--- src/rtl/isa_pkg.sv ---
// Shared ISA definitions for the fetch stage: word type, reset/halt/nop encodings
// and the fetch state encoding.
package isa_pkg;

  typedef logic [15:0] word_t;

  localparam word_t      RESET_PC  = 16'h0000;
  localparam logic [4:0] HALT_OPC  = 5'b00000;
  localparam word_t      NOP_INSTR = 16'h0800;

  typedef enum logic [1:0] {
    FETCH,
    HOLD,
    HALTED
  } fetch_state_t;

  function automatic logic is_halt(input word_t w, input logic [4:0] opc);
    return w[15:11] == opc;
  endfunction

endpackage

--- src/rtl/fetch_skid_buf.sv ---
// One-entry skid register holding {instr, pc_plus2} for a word accepted while
// decode is stalled. Clear wins over load.
module fetch_skid_buf
  import isa_pkg::*;
(
  input  logic        clk,
  input  logic        rst,
  input  logic        load,
  input  logic        clear,
  input  logic [31:0] din,
  output logic [31:0] dout,
  output logic        full
);

  always_ff @(posedge clk or posedge rst) begin
    if (rst) begin
      dout <= 32'h0000_0000;
      full <= 1'b0;
    end else if (clear) begin
      full <= 1'b0;
    end else if (load) begin
      dout <= din;
      full <= 1'b1;
    end
  end

endmodule

--- src/rtl/fetch_stage.sv ---
// Instruction-fetch stage: PC, imem handshake, IF/ID register, stall skid, redirect, HALT.
// Optional misaligned-PC detection is compiled in with FETCH_ALIGN_CHECK_EN.
module fetch_stage #(
  parameter isa_pkg::word_t RESET_PC  = isa_pkg::RESET_PC,
  parameter logic [4:0]     HALT_OPC  = isa_pkg::HALT_OPC,
  parameter isa_pkg::word_t NOP_INSTR = isa_pkg::NOP_INSTR
) (
  input  logic        clk,
  input  logic        rst,
  input  logic        stall,
  input  logic        redirect,
  input  logic [15:0] redirect_pc,
  output logic        imem_req,
  output logic [15:0] imem_addr,
  input  logic        imem_rdy,
  input  logic [15:0] imem_data,
  output logic [15:0] instr,
  output logic [15:0] pc_plus2,
  output logic        valid,
  output logic        halted,
  output logic        err
);
  import isa_pkg::*;

  fetch_state_t state, state_next;
  word_t        pc, pc_next;
  logic         misaligned;
  logic         accept;
  logic         halt_word;
  logic [31:0]  fetched;
  logic         skid_load, skid_clear, skid_full;
  logic [31:0]  skid_dout;

`ifdef FETCH_ALIGN_CHECK_EN
  assign misaligned = (state == FETCH) && pc[0];

  always_ff @(posedge clk or posedge rst) begin
    if (rst)             err <= 1'b0;
    else if (redirect)   err <= 1'b0;
    else if (misaligned) err <= 1'b1;
  end
`else
  assign misaligned = 1'b0;
  assign err        = 1'b0;
`endif

  assign imem_req  = (state == FETCH) && !misaligned;
  assign imem_addr = pc;
  assign accept    = imem_req && imem_rdy;
  assign halt_word = is_halt(imem_data, HALT_OPC);
  assign fetched   = {imem_data, pc + 16'd2};
  assign halted    = (state == HALTED);

  // A word accepted under stall parks in the skid; the skid drains once stall drops.
  assign skid_load  = !redirect && stall && accept;
  assign skid_clear = redirect || (!stall && skid_full);

  fetch_skid_buf u_skid (
    .clk   (clk),
    .rst   (rst),
    .load  (skid_load),
    .clear (skid_clear),
    .din   (fetched),
    .dout  (skid_dout),
    .full  (skid_full)
  );

  always_comb begin
    state_next = state;
    pc_next    = pc;
    if (redirect) begin
      state_next = FETCH;
      pc_next    = redirect_pc;
    end else if (accept) begin
      if (halt_word) begin
        state_next = HALTED;
      end else begin
        pc_next = pc + 16'd2;
        if (stall) state_next = HOLD;
      end
    end else if (misaligned) begin
      state_next = HALTED;
    end else if (state == HOLD && !stall) begin
      state_next = FETCH;
    end
  end

  always_ff @(posedge clk or posedge rst) begin
    if (rst) begin
      state <= FETCH;
      pc    <= RESET_PC;
    end else begin
      state <= state_next;
      pc    <= pc_next;
    end
  end

  // IF/ID register: redirect flushes, stall holds, otherwise skid first then fresh data.
  always_ff @(posedge clk or posedge rst) begin
    if (rst) begin
      instr    <= NOP_INSTR;
      pc_plus2 <= 16'h0000;
      valid    <= 1'b0;
    end else if (redirect) begin
      instr    <= NOP_INSTR;
      pc_plus2 <= 16'h0000;
      valid    <= 1'b0;
    end else if (!stall) begin
      if (skid_full) begin
        {instr, pc_plus2} <= skid_dout;
        valid             <= 1'b1;
      end else if (accept) begin
        {instr, pc_plus2} <= fetched;
        valid             <= 1'b1;
      end else begin
        instr    <= NOP_INSTR;
        pc_plus2 <= 16'h0000;
        valid    <= 1'b0;
      end
    end
  end

endmodule

--- config.mk ---
export PLATFORM = sky130hd
export DESIGN_NAME = fetch_stage
export DESIGN_NICKNAME = d
export VERILOG_FILES = /design/src/rtl/isa_pkg.sv /design/src/rtl/fetch_skid_buf.sv /design/src/rtl/fetch_stage.sv
export SDC_FILE = /design/constraint.sdc
export NUM_CORES = 1
export LEC_CHECK = 0
export CAP_MARGIN = 20
export CELL_PAD_IN_SITES_DETAIL_PLACEMENT = 0
export CELL_PAD_IN_SITES_GLOBAL_PLACEMENT = 1
export CORE_ASPECT_RATIO = 0.5
export CORE_UTILIZATION = 39
export DETAILED_ROUTE_END_ITERATION = 16
export PLACE_DENSITY = 0.85
export SLEW_MARGIN = 5
export SYNTH_ARGS = -nofsm -noshare
export SYNTH_HDL_FRONTEND = slang
export SYNTH_SLANG_ARGS = --single-unit
--- constraint.sdc ---
create_clock -name clk -period 3.6 [get_ports clk]
set_input_delay 0.9 -clock clk [delete_from_list [all_inputs] [get_ports clk]]
set_output_delay 0.9 -clock clk [all_outputs]
set_load 0.02 [all_outputs]
==> impl_metrics.py <==
metrics = {
    "detailed_routing": {
        "vias": 3157,
        "drc": 0,
        "wl_met1_um": 4560,
        "routed-wl-met2_um": 4450,
        "met3_length_um": 442,
        "ant_nets": 0,
        "wl_per_cell_um": 16.2,
        "drtIter0Drc": 177,
        "dr.pass1.iters": 5,
        "vias_per_cell": 5.36,
        "totalWireLength_um": 9530,
        "top_layer": "met4",
    },
    "die": {
        "rows": 25,
        "die_y_um": 73.0,
        "die_w_um": 144,
        "die_area_sq_um": 10500,
        "coreArea_sq_um": 9630,
        "initial_core_util_pct": 40.9,
        "pin_count": 89,
    },
    "setup_path": {
        "cp_slowest_cell": "or4_4",
        "worstPathRequired_ps": 3800,
        "cp.buffers_inverters": 2,
        "crit_family": "buffers and inverters",
        "cpPeakStageDelay_ps": 600,
        "path_class": "input port to register",
        "path_max_fanout": 12,
        "critical_path.endpoint_type": "register",
        "critPathLaunchType": "input port",
        "crit_chain": "clkdlybuf4s50_1, or4_4, o21ai_2, buf_4, or4_1, a31oi_1",
        "cp.arrival_ps": 2840,
    },
    "sta": {
        "finClkSkew_ps": 4.58,
        "fmax_mhz": 378,
        "slew_viol_final": 0,
        "rsz0062_at_grt": "false",
        "final-hold-violation-count": 0,
        "fin_crit_ps": 2650,
        "worstMarginPinSlew_ps": 505,
        "final.setup.tns_ps": 0,
        "setup_viol": 0,
        "finalCritPeriodShare_pct": 73.6,
        "slew_headroom_pct": 66.1,
    },
    "final_layout": {
        "final-seq-area_sq_um": 2100,
        "multi_input_area_sq_um": 1670,
        "fillers": 849,
        "final_cell_mix": "clkdlybuf4s50_1, dfrtp_1, nand2_1",
        "nNetsFinal": 487,
        "layout-drive-gt1-share_pct": 12.8,
        "antennaDiodeCount": 0,
        "final_common_cell": "clkdlybuf4s50_1",
        "area_growth_pct": 33.5,
        "post-route-cell-area_sq_um": 5250,
    },
    "min_path": {
        "hold_path_class": "register to register",
    },
    "placement": {
        "placed_area_sq_um": 4930,
        "io_buffers": 87,
        "dp_hpwl_um": 6350,
        "place.gp.congestion": 0.818,
    },
    "clock_network": {
        "htreeDepth": 3,
        "postCtsSetupRepairBufs": 0,
        "cts_tree": "built",
        "post_cts_resized": 0,
        "cts_buffer_depth": 2,
        "clkSlewWorstSetupHoldPaths_ps": 60,
        "cts_root_buf": "clkbuf_16",
        "numCtsBuffers": 9,
        "numClockSinks": 84,
        "cts_hold_buf": 0,
        "clkLatencyLatePin_ps": 330,
    },
    "synthesis": {
        "yosys.area.top_type_share_pct": 52.8,
        "synth_cells": 368,
        "synth.cell_area_sq_um": 3940,
        "ys.flop_type": "dfrtp_1",
        "synth_nets": 406,
        "synth.avg_cell_area_sq_um": 10.7,
        "synth_top_area_cell": "dfrtp_1",
        "ys_warn_count": 0,
        "ys_async_sr_fraction_pct": 100,
        "synth_edf_count": 0,
        "synth_cell_types": 48,
        "ys_seq_elements": 84,
        "yosysSeqAreaShare_pct": 53.4,
        "netlist_top_cells_area": "dfrtp_1, mux2_2, a221oi_1",
    },
    "global_route": {
        "globalRouteTotalUtil_pct": 19.3,
        "grt_pass1_wl_um": 15500,
        "antenna_found_initial": 0,
        "grt_pass1_vias": 3063,
        "grt-ovfl-total": 0,
        "grt_max_degree": 70,
    },
    "job": {
        "cap_violations": 0,
    },
    "power_and_ir_drop": {
        "p_leak_nw": 2.13,
        "total_power_mw": 2.62,
        "p_per_area_nw_per_um2": 498,
        "peakVddDrop_mv": 0.277,
    },
    "run_status": {
        "status": "finished, final reports clean",
    },
}
[synthesized netlist by cell type (8+ instances only)]
| cell type | count |
|---|---|
| o21ai_0 | 26 |
| or4_1 | 8 |
| nor3_1 | 26 |
| nor2b_1 | 25 |
| a22oi_1 | 10 |
| clkbuf_1 | 16 |
| dfrtp_1 | 83 |
| nor2_1 | 11 |
| xor2_1 | 10 |
| a221oi_1 | 21 |
| mux2_2 | 20 |
| nand3_1 | 12 |
| nand2_1 | 28 |
[layer usage]
layer | GRT usage, % | vias to the layer above
met5 | 0 | -
met4 | 4.61 | 0
met3 | 4.66 | 6
met2 | 30.8 | 64
met1 | 26.6 | 1579
li1 | - | 1508
[logic make-up after synthesis]
kind of cell	Yosys count	share of synthesized area (%)
compound gates	84	14.9
xor+xnor	17	3.78
fa+ha+maj	1	0.318
buf+inv	33	4.16
flops	84	53.4
mux	21	5.98
other cells	1	0.0953
simple gates	127	17.3
[layout make-up]
cell class / count / share of cell area (%)
clock inverters: 6 / 1.64
clock buffers: 10 / 4.55
repair buffers: 99 / 18.4
well taps: 135 / 3.22
inverters: 4 / 0.310
flip-flops and latches: 84 / 40.0
multi-input cells: 251 / 31.8
[worst reg2reg max path, cell delays in order, from the launching register on]
cell and delay (ps):
dfrtp_1 500, ha_1 290, nand3_1 210, nor3_1 330
or3b_1 380, a31oi_1 160
[per-stage QoR]
stage | cells | setup WS, ps | utilization (%) | hold WS, ps
5_1_grt | 589 | 833 | 54.5 | 504
3_5_place_dp | 573 | 609 | 51.2 | 472
2_1_floorplan | 368 | 537 | - | 450
6_report | 589 | 952 | 54.5 | 485
4_1_cts | 589 | 959 | 54.5 | 486
3_3_place_gp | 573 | 645 | 51.2 | 464
[path summary, 6_finish.rpt]
check                           startpoint               to  slack (ps)  depth (start not counted)
setup / recovery             imem_data[12]    imem_addr[14]         950                          6
hold / removal             u_skid.dout[12]  u_skid.dout[12]         480                          2
setup reg to reg              imem_addr[1]    imem_addr[11]        1650                          5
hold reg to reg            u_skid.dout[12]  u_skid.dout[12]         480                          2
max in group asynchronous              rst        instr[11]        2100                          3
min in group asynchronous              rst  u_skid.dout[20]         830                          2
[report_power, final]
| part | internal, mW | leakage, nW | switching (mW) | total, mW |
|---|---|---|---|---|
| combinational | 0.228 | 0.913 | 0.231 | 0.458 |
| sequential | 1.07 | 1.05 | 0.0912 | 1.16 |
| clock | 0.626 | 0.159 | 0.372 | 0.999 |
[flip-flops by register name, indices dropped and copies added, names as in the netlist]
signal / cells
imem_addr: 16
instr: 16
pc_plus2: 16
state: 2
u_skid.dout: 32
u_skid.full: 1
valid: 1
Power figures use the tool's default switching activity.
